File: src/rtl/timer_display_if.sv
// Bundle of the timer_display data/handshake signals.
//   value_in   : countdown in milliseconds (IN_WIDTH bits, unsigned)
//   sample_req : single-cycle request for an immediate conversion
//   busy       : conversion in progress
//   bcd_out    : five BCD digits, [3:0] ms units .. [19:16] tens of seconds
//   bcd_valid  : one-cycle pulse when bcd_out updates
//   hex2/1/0   : active-low 7-segment (gfedcba) for tens-of-s, s, tenths
// Modports: master drives value_in/sample_req, slave is the converter.
interface timer_display_if #(
  parameter int IN_WIDTH = 15
);
  logic [IN_WIDTH-1:0] value_in;
  logic                sample_req;
  logic                busy;
  logic [19:0]         bcd_out;
  logic                bcd_valid;
  logic [6:0]          hex2;
  logic [6:0]          hex1;
  logic [6:0]          hex0;

  modport master (
    output value_in, sample_req,
    input  busy, bcd_out, bcd_valid, hex2, hex1, hex0
  );

  modport slave (
    input  value_in, sample_req,
    output busy, bcd_out, bcd_valid, hex2, hex1, hex0
  );
endinterface

File: src/rtl/timer_display.sv
// timer_display: periodically (every REFRESH_CLKS clocks) or on sample_req,
// captures a millisecond countdown and converts it to five BCD digits with a
// serial double-dabble (one bit per clock), then drives three 7-segment
// displays (tens of seconds, seconds, tenths).
// Ports:
//   clk : clock, rising edge
//   rst : synchronous, active-high reset
//   io  : timer_display_if.slave (value_in, sample_req, busy, bcd_out,
//         bcd_valid, hex2, hex1, hex0)
// Parameters: IN_WIDTH (1..16), REFRESH_CLKS (> IN_WIDTH+1).
// Build option: define TIMER_DISPLAY_BLANK_EN to blank hex2 when its digit
// is 0 (leading-zero blanking, also the reset value).
module timer_display #(
  parameter int IN_WIDTH     = 15,
  parameter int REFRESH_CLKS = 50000
) (
  input  logic           clk,
  input  logic           rst,
  timer_display_if.slave io
);

  localparam int CNT_W = (REFRESH_CLKS > 1) ? $clog2(REFRESH_CLKS) : 1;

  localparam logic [6:0] SEG_ZERO  = 7'b1000000;
  localparam logic [6:0] SEG_BLANK = 7'b1111111;

`ifdef TIMER_DISPLAY_BLANK_EN
  localparam logic [6:0] HEX2_RST = SEG_BLANK;
`else
  localparam logic [6:0] HEX2_RST = SEG_ZERO;
`endif

  typedef enum logic [1:0] {IDLE, CONVERT, DONE} state_t;

  state_t              state, state_n;
  logic [CNT_W-1:0]    refresh_cnt;
  logic                tick;
  logic                accept;
  logic [IN_WIDTH-1:0] cap;
  logic [19:0]         scratch;
  logic [19:0]         adj;
  logic [4:0]          iter;
  logic [19:0]         bcd_q;
  logic                valid_q;
  logic [6:0]          hex2_q, hex1_q, hex0_q;

  function automatic logic [6:0] seg7(input logic [3:0] d);
    logic [6:0] s;
    case (d)
      4'd0:    s = 7'b1000000;
      4'd1:    s = 7'b1111001;
      4'd2:    s = 7'b0100100;
      4'd3:    s = 7'b0110000;
      4'd4:    s = 7'b0011001;
      4'd5:    s = 7'b0010010;
      4'd6:    s = 7'b0000010;
      4'd7:    s = 7'b1111000;
      4'd8:    s = 7'b0000000;
      4'd9:    s = 7'b0010000;
      default: s = SEG_BLANK;
    endcase
    return s;
  endfunction

  function automatic logic [6:0] hex2_enc(input logic [3:0] d);
`ifdef TIMER_DISPLAY_BLANK_EN
    return (d == 4'd0) ? SEG_BLANK : seg7(d);
`else
    return seg7(d);
`endif
  endfunction

  assign tick = (refresh_cnt == CNT_W'(REFRESH_CLKS - 1));

  // Double-dabble correction: every nibble >= 5 gets +3 before the shift.
  always_comb begin
    adj = scratch;
    for (int unsigned i = 0; i < 5; i++) begin
      if (scratch[4*i +: 4] >= 4'd5)
        adj[4*i +: 4] = scratch[4*i +: 4] + 4'd3;
    end
  end

  always_comb begin
    state_n = state;
    accept  = 1'b0;
    unique case (state)
      IDLE: begin
        if (tick || io.sample_req) begin
          accept  = 1'b1;
          state_n = CONVERT;
        end
      end
      CONVERT: begin
        if (iter == 5'(IN_WIDTH - 1))
          state_n = DONE;
      end
      DONE:    state_n = IDLE;
      default: state_n = IDLE;
    endcase
  end

  always_ff @(posedge clk) begin
    if (rst) state <= IDLE;
    else     state <= state_n;
  end

  always_ff @(posedge clk) begin
    if (rst) begin
      refresh_cnt <= '0;
      cap         <= '0;
      scratch     <= '0;
      iter        <= '0;
      bcd_q       <= '0;
      valid_q     <= 1'b0;
      hex2_q      <= HEX2_RST;
      hex1_q      <= SEG_ZERO;
      hex0_q      <= SEG_ZERO;
    end else begin
      // A tick wraps the counter anyway, so a coinciding tick and
      // sample_req both end up restarting it from zero.
      if ((accept && io.sample_req) || tick)
        refresh_cnt <= '0;
      else
        refresh_cnt <= refresh_cnt + CNT_W'(1);

      valid_q <= (state == DONE);

      unique case (state)
        IDLE: begin
          if (accept) begin
            cap     <= io.value_in;
            scratch <= '0;
            iter    <= '0;
          end
        end
        CONVERT: begin
          scratch <= {adj[18:0], cap[IN_WIDTH-1]};
          cap     <= cap << 1;
          iter    <= iter + 5'd1;
        end
        DONE:    bcd_q <= scratch;
        default: ;
      endcase

      hex2_q <= hex2_enc(bcd_q[19:16]);
      hex1_q <= seg7(bcd_q[15:12]);
      hex0_q <= seg7(bcd_q[11:8]);
    end
  end

  assign io.busy      = (state != IDLE);
  assign io.bcd_out   = bcd_q;
  assign io.bcd_valid = valid_q;
  assign io.hex2      = hex2_q;
  assign io.hex1      = hex1_q;
  assign io.hex0      = hex0_q;

endmodule

File: src/flat_wrapper.sv
// flat-port wrapper written by rule: the top's interface ports become plain ports
module timer_display_flat 
#(
  parameter int IN_WIDTH     = 15,
  parameter int REFRESH_CLKS = 50000
)
  (clk, rst, io_value_in, io_sample_req, io_busy, io_bcd_out, io_bcd_valid, io_hex2, io_hex1, io_hex0);
  timer_display_if #(.IN_WIDTH(IN_WIDTH)) io_i ();
  input  logic clk;
  input  logic rst;
  input wire logic [$bits(io_i.value_in)-1:0] io_value_in;
  input wire logic [$bits(io_i.sample_req)-1:0] io_sample_req;
  output wire logic [$bits(io_i.busy)-1:0] io_busy;
  output wire logic [$bits(io_i.bcd_out)-1:0] io_bcd_out;
  output wire logic [$bits(io_i.bcd_valid)-1:0] io_bcd_valid;
  output wire logic [$bits(io_i.hex2)-1:0] io_hex2;
  output wire logic [$bits(io_i.hex1)-1:0] io_hex1;
  output wire logic [$bits(io_i.hex0)-1:0] io_hex0;
  assign io_i.value_in = io_value_in;
  assign io_i.sample_req = io_sample_req;
  assign io_busy = io_i.busy;
  assign io_bcd_out = io_i.bcd_out;
  assign io_bcd_valid = io_i.bcd_valid;
  assign io_hex2 = io_i.hex2;
  assign io_hex1 = io_i.hex1;
  assign io_hex0 = io_i.hex0;
  timer_display #(.IN_WIDTH(IN_WIDTH), .REFRESH_CLKS(REFRESH_CLKS)) u_core (.clk(clk), .rst(rst), .io(io_i));
endmodule
File: config.mk
export PLATFORM = sky130hd
export DESIGN_NAME = timer_display_flat
export DESIGN_NICKNAME = d
export VERILOG_FILES = /design/src/rtl/timer_display_if.sv /design/src/rtl/timer_display.sv /design/src/flat_wrapper.sv
export SDC_FILE = /design/constraint.sdc
export NUM_CORES = 1
export LEC_CHECK = 0
export CORE_ASPECT_RATIO = 1.1
export CORE_MARGIN = 3
export CORE_UTILIZATION = 55
export DETAILED_ROUTE_END_ITERATION = 8
export GPL_ROUTABILITY_DRIVEN = 0
export PLACE_DENSITY = 0.77
export REMOVE_ABC_BUFFERS = 1
export SYNTH_ARGS = -nofsm -noshare
export SYNTH_HDL_FRONTEND = slang
export SYNTH_SLANG_ARGS = --single-unit
export TNS_END_PERCENT = 50
File: constraint.sdc
create_clock -name clk -period 2.11 [get_ports clk]
set_input_delay 0.633 -clock clk [delete_from_list [all_inputs] [get_ports clk]]
set_output_delay 0.633 -clock clk [all_outputs]
set_load 0.05 [all_outputs]
==> impl_metrics.ini, run 1 <==
[synth]
synth_edf_count = 0
synth_top_area_share_pct = 43.29
async_reset_ff_share_pct = 0
synth_xor_area_share_pct = 4.167
synth-compound-area-share_pct = 16.69
synth_flop_cell = dfxtp_1
ys_seq_area_share_pct = 43.29
synth.area.top_cells = dfxtp_1 43%, ha_1 7.6%, nor2_1 5.4%
muxShareOfSynthArea_pct = 1.461
synth_cell_types = 48
synth_fa_ha_area_share_pct = 7.576
netlist_area_um2 = 4624
ys_ff_latch = 100
synthCells = 537
synthSimpleGateAreaFrac_pct = 21.54
synth_top_area_cell = dfxtp_1
yosys_warnings = 0
avgSynthCellArea_um2 = 8.612
synth_top_family_by_area = simple AND/OR/NAND/NOR gates

[timing]
max_freq_mhz = 502.6
worst_pin_slew_ns = 0.5907
finalMaxSlewViolations = 0
setup_violations = 0
setup_ws_ns = 0.1202
fin_skew_ns = 0.008403
rsz0062_at_grt = false
finalCritPeriodShare_pct = 94.30
whs_ns = 0.4580
slew_headroom_pct = 60.62
period_needed_ns = 1.990
hold_viol = 0

[place]
place_hpwl_um = 6546
port-buffer-count = 60
dp.cells = 688
pre_cts_ws_ns = -0.02920

[worst_setup_path]
cp.buffers_inverters = 2
critical_path.cell_chain = nor2_1 > inv_1 > buf_12
cp_slowest_cell = dfxtp_1
reg2reg_from = u_core.refresh_cnt[0]
path_class = flop to primary output
worst_setup_path_start_kind = flop
endpoint = io_busy
cp_num_cells = 3
r2r_slack_ns = 0.35
required_ns = 1.48
worstReg2RegEnd = u_core.scratch[3]
cp-end-kind = primary output
r2r_cells = 6
critPathMaxStageDelay_ns = 0.41
crit_fanout = 9
crit_arrival_ns = 1.36
timing.critical_path.max_delay_family = flip-flops
crit_path_start = u_core.state[1]

[floorplanning]
fp.dieW_um = 93.43
core-area_um2 = 8040
initial_utilization_pct = 57.52
dieArea_um2 = 9546
die_y_um = 102.2
io_pins = 61
num_rows = 34

[clocking]
clock_sinks = 100
cts_root_buf = clkbuf_8
cts_made_buffers = 9
h-tree-depth = 3
clk_pin_slew_ns = 0.09
cts_tree = done
cts_hold_buf = 0
cts_setup_buffers = 0
clkLatencyLatePin_ns = 0.36
clock_path_buffers = 2

[grt]
grt_max_degree = 36
gr-total-overflow = 0
antenna_found_initial = 0
grt_pass1_wl_um = 16140
grt_use_total_pct = 20.68
grt_pass1_vias = 3631

[route]
drtPass1Iterations = 5
wl_per_cell_um = 13.40
via_per_inst = 5.497
drtIter0Drc = 155
dr_total_vias = 3870
postRouteAntennaNets = 0
wirelength_um = 9435
drc = 0

[layout]
area_growth_pct = 19.91
drive_above_1_share_pct = 12.58
final_cells = 704
utilization_pct = 68.97
fin_nets = 637
diodes = 0

[power_and_ir_drop]
ir_worst_vdd_mv = 0.4412
power_density_nw_per_um2 = 640.6
power.share.sequential_pct = 54.7
comb_power_share_pct = 6.2
netSwitchingFraction_pct = 21.53
p_clk_share_pct = 39.1
internal_power_w = 0.002788
p_switching_w = 0.0007649
p_leak_nw = 2.185

[flow_run]
cap_violations = 0

[hold_path]
hp-class = flop to flop

[status]
status = complete, no violations
## layout make-up
| cell class | instances | area (µm²) |
|---|---|---|
| well taps | 108 | 135.1 |
| clock inverters | 3 | 67.56 |
| repair buffers | 74 | 699.4 |
| multi-input cells | 381 | 2379 |
| fillers | 672 | 2495 |
| clock buffers | 13 | 168.9 |
| inverters | 25 | 93.84 |
| flip-flops and latches | 100 | 2002 |
## registers in the layout, indices dropped and copies added, names as in the netlist
signal	count
u_core.io.hex0	7
u_core.io.bcd_valid	1
u_core.scratch	20
u_core.cap	15
u_core.state	2
u_core.io.hex2	7
u_core.io.bcd_out	20
u_core.io.hex1	7
u_core.refresh_cnt	16
u_core.iter	5
## cell usage in the layout, fill, tap and decap left out, drive strengths merged, types with 6 or more instances in the layout
cell type	instances
a21oi	49
buf	39
clkbuf	13
clkdlybuf4s50	16
dfxtp	100
dlygate4sd2	17
ha	28
inv	25
mux2	6
nand2	65
nand2b	12
nand3	27
nor2	67
nor3	6
o21ai	19
o221a	14
o22ai	10
xnor2	16
xor2	6
## cell families after synthesis
family | after synthesis
buffers and inverters | 56
adders and majority gates | 28
DFF | 100
xor gates and xnor gates | 22
and+or+nand+nor | 208
AOI/OAI and AO/OA | 117
muxes | 6
## power by group through the flow
stage / registers [W] / logic [W] / clock network [W]
after floorplan: 0.00198 / 0.000114 / 0
after global placement: 0.00199 / 0.000215 / 0
after detailed placement: 0.00199 / 0.000223 / 0
after CTS: 0.00194 / 0.000224 / 0.00142
after global routing: 0.00195 / 0.000245 / 0.00150
final: 0.00194 / 0.000221 / 0.00139
## worst min-delay path by stage
stage,from,to,slack [ns],depth (start not counted)
after detailed placement,u_core.io.bcd_out[0],u_core.io.bcd_out[0],0.45,2
after CTS,u_core.io.bcd_out[0],u_core.io.bcd_out[0],0.46,2
final,u_core.io.bcd_out[0],u_core.io.bcd_out[0],0.46,2
after floorplan,u_core.refresh_cnt[0],u_core.refresh_cnt[0],0.43,1
after global routing,u_core.io.bcd_out[0],u_core.io.bcd_out[0],0.49,2
after global placement,u_core.io.bcd_out[2],u_core.io.bcd_out[2],0.45,2
## worst register-to-register path, cell delays in order, from the launching register on
cell and delay [ns]:
dfxtp_1 0.38, ha_1 0.22, and3_2 0.25, a41oi_2 0.17, buf_4 0.23, o311ai_0 0.31
nand2_1 0.10
## cell usage after synthesis (2+ instances only)
cell type / instances
dfxtp_1: 100
nor2_1: 66
nand2_1: 64
a21oi_1: 49
ha_1: 28
nand3_1: 27
inv_1: 25
clkbuf_1: 21
o21ai_0: 19
xnor2_1: 16
nand2b_1: 12
o221a_1: 10
o22ai_1: 10
buf_2: 6
mux2_2: 6
nor3_1: 6
xor2_1: 6
nor3b_1: 5
nand3b_1: 4
nand4_1: 4
o21a_1: 4
o221a_2: 4
o32ai_1: 4
a211oi_1: 3
a31oi_1: 3
and3_1: 3
buf_6: 3
nor4_1: 3
o311ai_1: 3
nor2b_1: 2
o311ai_0: 2
o31ai_1: 2
or2_2: 2
## layer usage
layer  vias to the layer above  wire, µm  track usage, %
met3                        13       421           3.240
li1                       1956         -               -
met2                        77      4677           36.69
met4                         0       141           7.666
met5                         -         0               0
met1                      1824      4195           25.36
## what timing repair did
item                                    4_1_cts  5_1_grt
endpoints found under the setup margin       17        2
gates resized for setup                      17        2
pin swaps                                     0        0
## stage by stage
step	TNS, ns	power, W	cell area (µm²)
after floorplan	0	0.002095	4474
after global placement	0	0.002201	5325
after detailed placement	-0.05949	0.002209	5325
after CTS	0	0.003589	5540
after global routing	0	0.003695	5545
final	0	0.003552	5545
(Power assumes the default switching activity.)
==> run 2, diff against run 1 <==
--- a/config.mk
+++ b/config.mk
@@ -6,8 +6,8 @@
 export NUM_CORES = 1
 export LEC_CHECK = 0
 export CORE_ASPECT_RATIO = 1.1
-export CORE_MARGIN = 3
 export CORE_UTILIZATION = 55
+export CTS_CLUSTER_DIAMETER = 40
 export DETAILED_ROUTE_END_ITERATION = 8
 export GPL_ROUTABILITY_DRIVEN = 0
 export PLACE_DENSITY = 0.77
==> impl_metrics.ini, run 2 (synthesized netlist as in run 1, its figures left out) <==
[grt]
antenna_found_initial = 0
gr-total-overflow = 0
grt_pass1_vias = 3612
grt_pass1_wl_um = 15780
grt_max_degree = 36
grt_use_total_pct = 22.47

[worst_setup_path]
critical_path.cell_chain = nor2_2 > inv_1 > buf_12
critPathMaxStageDelay_ns = 0.57
reg2reg_from = u_core.refresh_cnt[0]
worst_setup_path_start_kind = flop
cp-end-kind = primary output
r2r_cells = 6
required_ns = 1.48
crit_arrival_ns = 1.32
r2r_slack_ns = 0.30
worstReg2RegEnd = u_core.scratch[7]
path_class = flop to primary output
crit_fanout = 12
cp_slowest_cell = dfxtp_1

[timing]
max_freq_mhz = 512.5
finalCritPeriodShare_pct = 92.47
fin_skew_ns = 0.01357
rsz0062_at_grt = false
hold_viol = 0
slew_headroom_pct = 65.90
whs_ns = 0.4611
setup_violations = 0
worst_pin_slew_ns = 0.5106
period_needed_ns = 1.951
finalMaxSlewViolations = 0
setup-tns-final_ns = 0

[layout]
fin_area_um2 = 5518
utilization_pct = 68.63
mostFrequentLayoutCells = 100 x dfxtp_1, 65 x nor2_1, 64 x nand2_1
fin_nets = 636
area_growth_pct = 19.32
diodes = 0
layout_commonest_cell = dfxtp_1
drive_above_1_share_pct = 12.44

[route]
top_layer = met4
wl_per_cell_um = 13.01
wl_met1_um = 4268
postRouteAntennaNets = 0
drtPass1Iterations = 4
route.met3.wl_um = 278
drtIter0Drc = 171
via_per_inst = 5.448
dr_total_vias = 3830
wirelength_um = 9144
drc = 0
met2_length_um = 4483

[clocking]
ctsResizeCount = 18
clkLatencyLatePin_ns = 0.36
clk_pin_slew_ns = 0.09
clock_path_buffers = 2
h-tree-depth = 3
clock_sinks = 100
cts_tree = done
cts_setup_buffers = 0
cts_made_buffers = 9
cts_hold_buf = 0
cts_root_buf = clkbuf_8

[status]
status = complete, no violations

[place]
place_hpwl_um = 6243
dpl_cell_area_um2 = 5298
port-buffer-count = 60

[hold_path]
min_path_cells = 2
holdPathEnd = u_core.io.bcd_out[4]
hp-start = u_core.io.bcd_out[4]
hp-class = flop to flop

[power_and_ir_drop]
power_density_nw_per_um2 = 640.3
p_leak_nw = 2.188
finalPower_w = 0.003533
ir_worst_vdd_mv = 0.4203

[floorplanning]
die_y_um = 98.17
num_rows = 34
core-area_um2 = 8040
initial_utilization_pct = 57.52
dieArea_um2 = 8779
fp.dieW_um = 89.43
io_pins = 61

[flow_run]
cap_violations = 0
[run 2: cell types whose count changed in the layout (fill, tap and decap cells not counted), sizes merged]
cell,change
dlymetal6s2s,+1
clkbuf,-2
clkinv,+1
dlygate4sd2,+1
buf,-3
inv,+1
[run 2: final cells by class]
cell class	instances	area [µm²]
flip-flops and latches	100	2002
well taps	108	135.1
clock inverters	5	81.33
repair buffers	73	673.1
clock buffers	11	151.4
multi-input cells	381	2381
fillers	667	2522
inverters	25	93.84
[run 2: worst max-delay path by stage]
stage | start | to | slack, ns | depth (start not counted)
after floorplan | u_core.state[1] | u_core.scratch[12] | 0.11 | 3
after global placement | io_sample_req | u_core.scratch[0] | 0.02 | 6
after detailed placement | io_sample_req | u_core.iter[1] | -0.06 | 6
after CTS | u_core.io.hex0[1] | io_hex0[1] | 0.0006 | 1
after global routing | u_core.state[1] | io_busy | 0.05 | 3
final | u_core.state[1] | io_busy | 0.16 | 3
[run 2: metrics by stage]
step / instances / setup WS, ns
after global routing: 703 / 0.04902
after global placement: 687 / 0.01855
after detailed placement: 687 / -0.05985
after CTS: 703 / 0.0005949
after floorplan: 506 / 0.1069
final: 703 / 0.1588
[run 2: critical path, delay by kind of cell (launching register included)]
| family | cells | cell delay [ns] |
|---|---|---|
| buffers and inverters | 2 | 0.26 |
| DFF | 1 | 0.57 |
| and+or+nand+nor | 1 | 0.12 |
[run 2: routing by layer]
layer | up-vias | global-route usage (%)
met5 | - | 0
met4 | 0 | 7.814
met3 | 11 | 4.480
met2 | 70 | 37.99
met1 | 1789 | 28.09
li1 | 1960 | -
[run 2: power by group]
group	internal (W)	switching (W)	total, W
Sequential	0.00192	0.0000235	0.00194
Combinational	0.0000982	0.000118	0.000216
Clock	0.000735	0.000640	0.00137
Total	0.00275	0.000781	0.00353
==> run 3, diff against run 2 <==
--- a/config.mk
+++ b/config.mk
@@ -6,12 +6,14 @@
 export NUM_CORES = 1
 export LEC_CHECK = 0
 export CORE_ASPECT_RATIO = 1.1
+export CORE_MARGIN = 1
 export CORE_UTILIZATION = 55
 export CTS_CLUSTER_DIAMETER = 40
 export DETAILED_ROUTE_END_ITERATION = 8
 export GPL_ROUTABILITY_DRIVEN = 0
 export PLACE_DENSITY = 0.77
 export REMOVE_ABC_BUFFERS = 1
+export SETUP_SLACK_MARGIN = 0.02
 export SYNTH_ARGS = -nofsm -noshare
 export SYNTH_HDL_FRONTEND = slang
 export SYNTH_SLANG_ARGS = --single-unit
==> impl_metrics.ini, run 3 (synthesized netlist as in run 1, its figures left out) <==
[worst_setup_path]
worstReg2RegEnd = u_core.scratch[7]
r2r_slack_ns = 0.30
reg2reg_from = u_core.refresh_cnt[0]
crit_fanout = 12
cp-end-kind = primary output
crit_path_start = u_core.state[1]
r2r_cells = 6
required_ns = 1.48
worst_setup_path_start_kind = flop
path_class = flop to primary output
crit_arrival_ns = 1.34

[clocking]
clkLatencyLatePin_ns = 0.36
cts_hold_buf = 0
cts_tree = done
clk_pin_slew_ns = 0.09
h-tree-depth = 3
clock_sinks = 100
cts_made_buffers = 9
cts_root_buf = clkbuf_8
clock_path_buffers = 2

[layout]
final_cells = 703
layout_commonest_cell = dfxtp_1
fin_nets = 636
drive_above_1_share_pct = 12.44
mostFrequentLayoutCells = 100 x dfxtp_1, 65 x nor2_1, 64 x nand2_1
diodes = 0
area_growth_pct = 19.07
fin_area_um2 = 5507

[floorplanning]
die_y_um = 98.17
initial_utilization_pct = 57.52
fp.dieW_um = 89.43
core-area_um2 = 8040
dieArea_um2 = 8779
io_pins = 61
num_rows = 34

[place]
port-buffer-count = 60
place_hpwl_um = 6243
dp.cells = 687
dpl_cell_area_um2 = 5298

[timing]
period_needed_ns = 1.978
setup_violations = 0
slew_headroom_pct = 66.05
worst_pin_slew_ns = 0.5113
finalCritPeriodShare_pct = 93.72
finalMaxSlewViolations = 0
max_freq_mhz = 505.7
rsz0062_at_grt = false
fin_skew_ns = 0.01355
hold_viol = 0

[grt]
antenna_found_initial = 0
grt_pass1_wl_um = 15780
grt_max_degree = 36
grt_use_total_pct = 22.47
gr-total-overflow = 0
grt_pass1_vias = 3612

[power_and_ir_drop]
power_density_nw_per_um2 = 642.2
p_leak_nw = 2.146
ir_worst_vdd_mv = 0.4204

[route]
drtIter0Drc = 174
dr_total_vias = 3834
drc = 0
via_per_inst = 5.454
drtPass1Iterations = 4
wirelength_um = 9160
postRouteAntennaNets = 0
wl_per_cell_um = 13.03

[hold_path]
min_path_cells = 2
holdPathEnd = u_core.io.bcd_out[4]
hp-class = flop to flop
hp-start = u_core.io.bcd_out[4]

[status]
status = complete, no violations

[flow_run]
cap_violations = 0
run 3: cell types whose count changed in the layout (fill, tap and decap cells not counted):
cell            previous run  this run
dlygate4sd2_1             18        21
dlymetal6s2s_1             3         0
run 3: worst max path at each step:
stage / cells after the start / slack (ns) / end
6_report: 3 / 0.13 / io_busy
4_1_cts: 3 / 0.09 / io_busy
5_1_grt: 3 / 0.05 / io_busy
3_5_place_dp: 6 / -0.06 / u_core.iter[1]
2_1_floorplan: 3 / 0.11 / u_core.scratch[12]
3_3_place_gp: 6 / 0.02 / u_core.scratch[0]
run 3: power breakdown:
| part | switching [W] | internal, W |
|---|---|---|
| clock | 0.000643 | 0.000735 |
| combinational | 0.000118 | 0.0000982 |
| sequential | 0.0000235 | 0.00192 |
| total | 0.000784 | 0.00275 |
run 3: layer usage:
| metal | vias up | global-route usage [%] | wire length, µm |
|---|---|---|---|
| li1 | 1959 | - | - |
| met1 | 1790 | 28.09 | 4281 |
| met2 | 75 | 37.99 | 4486 |
| met3 | 10 | 4.480 | 281 |
| met4 | 0 | 7.814 | 110 |
| met5 | - | 0 | 0 |
run 3: repair_timing:
| item | 4_1_cts | 5_1_grt |
|---|---|---|
| buffers inserted | 0 | 0 |
| endpoints found under the setup margin | 21 | 1 |
| gates resized for setup | 21 | 1 |
| hold endpoints to repair | 0 | 0 |
run 3: area by class of cell:
cell class,instances,area (µm²)
Clock buffer,11,151.4
Clock inverter,5,81.33
Fill cell,668,2534
Inverter,25,93.84
Multi-Input combinational cell,381,2381
Sequential cell,100,2002
Tap cell,108,135.1
Timing Repair Buffer,73,661.9
run 3: critical path, stage by stage (launching register included):
cell	delay, ns
dfxtp_1	0.59
nor2_2	0.13
inv_1	0.12
buf_12	0.14
run 3: metrics by stage:
stage          hold slack, ns  utilization (%)  setup slack, ns  total power (W)  setup TNS, ns
5_1_grt                0.4944            68.49          0.04902         0.003667              0
4_1_cts                0.4616            68.46          0.08957         0.003568              0
3_3_place_gp           0.4453            65.89          0.01855         0.002194              0
6_report               0.4613            68.49           0.1325         0.003537              0
3_5_place_dp           0.4482            65.89         -0.05985         0.002202        -0.2736
2_1_floorplan          0.4299                -           0.1069         0.002095              0
